**src/rtl/rf_scrubber.sv**
```systemverilog
// rf_scrubber: background ECC scrub of x1..x31 through shared read port 1.
// Optional feature macro RF_SCRUB_STATS_EN adds saturating ce/uce counters.
module rf_scrubber #(
  parameter int PERIOD = 64,
  parameter int CNT_W  = 16
) (
  input  logic        s_clk_i,
  input  logic        s_resetn_i,
  input  logic        s_enable_i,
  input  logic        s_op_rs1_used_i,
  output logic        s_rf_rd_grant_o,
  output logic [4:0]  s_rf_rd_add_o,
  input  logic [31:0] s_rf_rd_val_i,
  input  logic        s_rf_ce_i,
  input  logic        s_rf_uce_i,
  input  logic        s_wb_we_i,
  input  logic [4:0]  s_wb_rd_i,
  output logic        s_scrub_we_o,
  output logic [4:0]  s_scrub_add_o,
  output logic [31:0] s_scrub_val_o,
  output logic        s_uce_o,
  output logic [4:0]  s_uce_add_o
`ifdef RF_SCRUB_STATS_EN
  ,
  output logic [CNT_W-1:0] s_ce_cnt_o,
  output logic [CNT_W-1:0] s_uce_cnt_o
`endif
);

  localparam int CW = (PERIOD > 1) ? $clog2(PERIOD) : 1;
  localparam logic [CW-1:0] CNT_LAST = CW'(PERIOD - 1);

  // Illegal configurations stop elaboration instead of building a broken scrubber.
  if (PERIOD < 1 || CNT_W < 1) begin : g_bad_cfg
    $error("rf_scrubber: PERIOD and CNT_W must be >= 1");
  end

  typedef enum logic [1:0] {
    S_WAIT,
    S_READ,
    S_WRITE
  } state_e;

  state_e        state_q;
  logic [CW-1:0] cnt_q;
  logic [4:0]    addr_q;
  logic [4:0]    addr_d;
  logic [31:0]   data_q;
  logic          uce_q;
  logic [4:0]    uce_add_q;
  logic          wb_hit;

`ifdef RF_SCRUB_STATS_EN
  logic [CNT_W-1:0] ce_cnt_q;
  logic [CNT_W-1:0] uce_cnt_q;

  assign s_ce_cnt_o  = ce_cnt_q;
  assign s_uce_cnt_o = uce_cnt_q;
`endif

  // Next scrub target: x1..x31, x0 is skipped on wrap.
  assign addr_d = (addr_q == 5'd31) ? 5'd1 : addr_q + 5'd1;
  assign wb_hit = s_wb_we_i && (s_wb_rd_i == addr_q);

  // Port ownership drops in the same cycle as enable or contention.
  assign s_rf_rd_grant_o = (state_q == S_READ) && s_enable_i
                           && !s_op_rs1_used_i;
  assign s_rf_rd_add_o   = s_rf_rd_grant_o ? addr_q : 5'd0;
  assign s_scrub_we_o    = (state_q == S_WRITE) && s_enable_i
                           && !s_wb_we_i;
  assign s_scrub_add_o   = s_scrub_we_o ? addr_q : 5'd0;
  assign s_scrub_val_o   = s_scrub_we_o ? data_q : 32'd0;
  assign s_uce_o         = uce_q;
  assign s_uce_add_o     = uce_add_q;

  // Scrub FSM: idle PERIOD cycles, read when the pipeline allows, repair.
  always_ff @(posedge s_clk_i or negedge s_resetn_i) begin
    if (!s_resetn_i) begin
      state_q   <= S_WAIT;
      cnt_q     <= '0;
      addr_q    <= 5'd1;
      data_q    <= '0;
      uce_q     <= 1'b0;
      uce_add_q <= '0;
`ifdef RF_SCRUB_STATS_EN
      ce_cnt_q  <= '0;
      uce_cnt_q <= '0;
`endif
    end else begin
      uce_q <= 1'b0;
      if (!s_enable_i) begin
        state_q <= S_WAIT;
        cnt_q   <= '0;
      end else begin
        unique case (state_q)
          S_WAIT: begin
            if (cnt_q == CNT_LAST) begin
              cnt_q   <= '0;
              state_q <= S_READ;
            end else begin
              cnt_q <= cnt_q + 1'b1;
            end
          end
          S_READ: begin
            if (!s_op_rs1_used_i) begin
              if (wb_hit) begin
                addr_q  <= addr_d;
                state_q <= S_WAIT;
              end else if (s_rf_uce_i) begin
                uce_q     <= 1'b1;
                uce_add_q <= addr_q;
                addr_q    <= addr_d;
                state_q   <= S_WAIT;
`ifdef RF_SCRUB_STATS_EN
                if (~&uce_cnt_q) uce_cnt_q <= uce_cnt_q + 1'b1;
`endif
              end else if (s_rf_ce_i) begin
                data_q  <= s_rf_rd_val_i;
                state_q <= S_WRITE;
              end else begin
                addr_q  <= addr_d;
                state_q <= S_WAIT;
              end
            end
          end
          S_WRITE: begin
            if (wb_hit) begin
              addr_q  <= addr_d;
              state_q <= S_WAIT;
            end else if (!s_wb_we_i) begin
              addr_q  <= addr_d;
              state_q <= S_WAIT;
`ifdef RF_SCRUB_STATS_EN
              if (~&ce_cnt_q) ce_cnt_q <= ce_cnt_q + 1'b1;
`endif
            end
          end
          default: state_q <= S_WAIT;
        endcase
      end
    end
  end

endmodule

```
**config.mk**
```make
export PLATFORM = sky130hd
export DESIGN_NAME = rf_scrubber
export DESIGN_NICKNAME = d
export VERILOG_FILES = /design/src/rtl/rf_scrubber.sv
export SDC_FILE = /design/constraint.sdc
export NUM_CORES = 1
export LEC_CHECK = 0
export ABC_AREA = 1
export CAP_MARGIN = 15
export CORE_AREA = 2 2 78 80
export DETAILED_ROUTE_END_ITERATION = 8
export DIE_AREA = 0 0 80 82
export PLACE_DENSITY = 0.9
export SYNTH_ARGS = -nofsm -noshare
export SYNTH_HDL_FRONTEND = slang
export SYNTH_SLANG_ARGS = --single-unit
```
**constraint.sdc**
```tcl
create_clock -name s_clk_i -period 3.6 [get_ports s_clk_i]
set_clock_uncertainty 0.1 [all_clocks]
set_input_delay 0.54 -clock s_clk_i [delete_from_list [all_inputs] [get_ports s_clk_i]]
set_output_delay 0.54 -clock s_clk_i [all_outputs]
set_load 0.1 [all_outputs]
```
==> impl_metrics.toml <==
[detailed_routing]
drt_iter0_markers = 95
wire_per_inst_um = 13.18
drt_first_pass_iters = 4
drcViolationCount = 0
drtAntennaViolNets = 0
via_per_inst = 4.771
vias = 2333
drt-total-wl_um = 6446

[logic_synthesis]
synth_area_leader_cell = "dfrtp_1"
syn_area_mm2 = 0.002698
syn_nets = 368
synth.distinct_cells = 30
ys.flop_type = "dfrtp_1"
synth_warnings = 0
synth_seq_cells = 51
synth_common_cells = "nor2_1, inv_1, dfrtp_1"
synth-async-reset-ratio_pct = 100.0
avgSynthCellArea_um2 = 8.404
synth_top_area_share_pct = 46.38
synthTopCellsByArea = "dfrtp_1, a21oi_2, nor2_1"
syn_inst = 321
ys_seq_area_share_pct = 47.36
synth_most_common_cell = "nor2_1"
synth_edf_count = 0

[finish]
drive_gt1_share_pct = 28.50
diodes = 0
final_nets = 460
syn_to_final_growth_pct = 52.32
nFillCells = 408

[clock_network]
cts_tree = "built"
cts_sinks = 51
cts_resized = 0
cts_buffer_depth = 2
insertion_delay_ns = 0.30
hold_buffers = 0
root_buffer = "clkbuf_8"
cts_buffers = 5
path_clk_slew_ns = 0.08
ctsHtreeMaxLevel = 2
cts_setup_buffers = 0

[global_route]
first_global_vias = 2333
grt-ovfl-total = 0
grt.total_usage_pct = 20.47
grt_max_degree = 52
grt_pass1_wl_um = 10540
antenna_found_initial = 0

[sta]
drv_slew = 0
fmax_mhz = 361.4
relSlewSlack_pct = 32.96
hold_viol_final = 0
worst_pin_slew_ns = 1.002
period_share_pct = 76.86
min_period_ns = 2.767
setup_viol = 0
whs_ns = 0.07989
rsz0062_at_grt = "no"
fin_setup_tns_ns = 0

[floorplanning]
initial_core_util_pct = 46.95
coreArea_mm2 = 0.005746
io_pins = 94
die_y_um = 82
die_w_um = 80
die_area_mm2 = 0.006560
rows = 28

[setup_path]
crit_start = "s_enable_i"
cp-endpoint = "s_scrub_val_o[22]"
cp_data_required_time_ns = 2.96
worstPathMaxFanout = 38
r2r-start = "addr_q[0]"
reg2reg_depth = 9
timing.rr.end = "data_q[2]"
critPathArrivalTime_ns = 2.13
crit_type = "primary input to primary output"
crit_path_end_kind = "primary output"
r2r_slack_ns = 1.55
start_kind = "primary input"

[placement]
gp_congestion = 0.8546
portBuffers = 93
dp_hpwl_um = 4940

[worst_hold_path]
hp-class = "primary input to async pin"

[power]
cellPowerDensity_mw_per_mm2 = 429.1
power_leakage_uw = 0.001990
finalPower_uw = 1763
ir_worst_vdd_mv = 0.2764

[run]
max_cap_viol_count = 0

[status]
status = "finished, final reports clean"
cell families (layout without fill, tap and decap cells):
family          count (synthesis)  after routing  synth area share [%]
flops                          51             51                 47.36
fa+ha+maj                       3              3                 1.392
compound gates                 53             53                 14.70
buf+inv                        69            162                 11.97
simple gates                  140            140                 22.96
xor+xnor                        5              5                 1.624
critical path, cell delays in order:
cell and delay [ns]:
clkdlybuf4s50_1 0.57, inv_2 0.08, nor2_1 0.14, nand2_1 0.06
buf_4 0.26, nor2_1 0.26, buf_12 0.21
final cells by class:
class | instances | area, µm² | area share [%]
inverter | 57 | 214.0 | 5.207
clock buffer | 6 | 72.57 | 1.766
multi-input combinational | 201 | 1105 | 26.89
tap | 75 | 93.84 | 2.284
sequential | 51 | 1277 | 31.09
timing repair buffer | 97 | 1334 | 32.46
clock inverter | 2 | 12.51 | 0.3045
state kept, by name (all words and copies together), names as in the netlist:
signal and count:
cnt_q 6, data_q 32, addr_q 5, state_q 2, s_uce_o 1, s_uce_add_o 5
through the flow:
| step | std cells | util (%) | instance area (µm²) | worst slack (ns) |
|---|---|---|---|---|
| floorplan | 321 | - | 2698 | 0.5384 |
| global placement | 480 | 69.69 | 4004 | 0.8428 |
| detailed placement | 480 | 69.69 | 4004 | 0.8428 |
| CTS | 488 | 71.17 | 4089 | 0.8434 |
| global route | 489 | 71.52 | 4109 | 0.7093 |
| finish | 489 | 71.52 | 4109 | 0.8332 |
cells in the final DEF (no fill, tap or decap), types with 2 or more instances in the layout:
cell type        instances
xnor2_1                  2
o22ai_1                  2
inv_1                   52
nor3_1                   2
nand3_1                 10
clkbuf_8                 5
inv_2                    5
nor2_1                  66
buf_12                  39
nor2_2                  18
nand2_1                 39
clkdlybuf4s50_1         48
dfrtp_1                 50
a21oi_2                 32
buf_4                    9
ha_1                     3
o21ai_0                 11
xor2_1                   3
o21ai_1                  4
per-layer routing:
layer  part of all wire (%)  vias to the layer above  GRT usage (%)
met1                     41                     1100          24.03
met4                    2.2                        0          7.458
li1                       -                     1159              -
met5                      0                        -              0
met3                    3.6                       14          2.747
met2                     53                       60          38.17
power breakdown:
part	switching [µW]	internal (µW)
Sequential	71.8	725
Combinational	429	217
Clock	183	136
worst min-delay path by stage:
stage                        start  slack (ns)  depth (start not counted)             end
global route            s_resetn_i        0.13                          1        cnt_q[2]
detailed placement  s_uce_add_o[4]        0.39                          2  s_uce_add_o[4]
CTS                     s_resetn_i        0.39                          1      data_q[25]
floorplan               s_resetn_i        0.14                          0       addr_q[1]
finish                  s_resetn_i        0.08                          1      data_q[30]
global placement    s_uce_add_o[1]        0.37                          2  s_uce_add_o[1]
(Power assumes the default switching activity.)
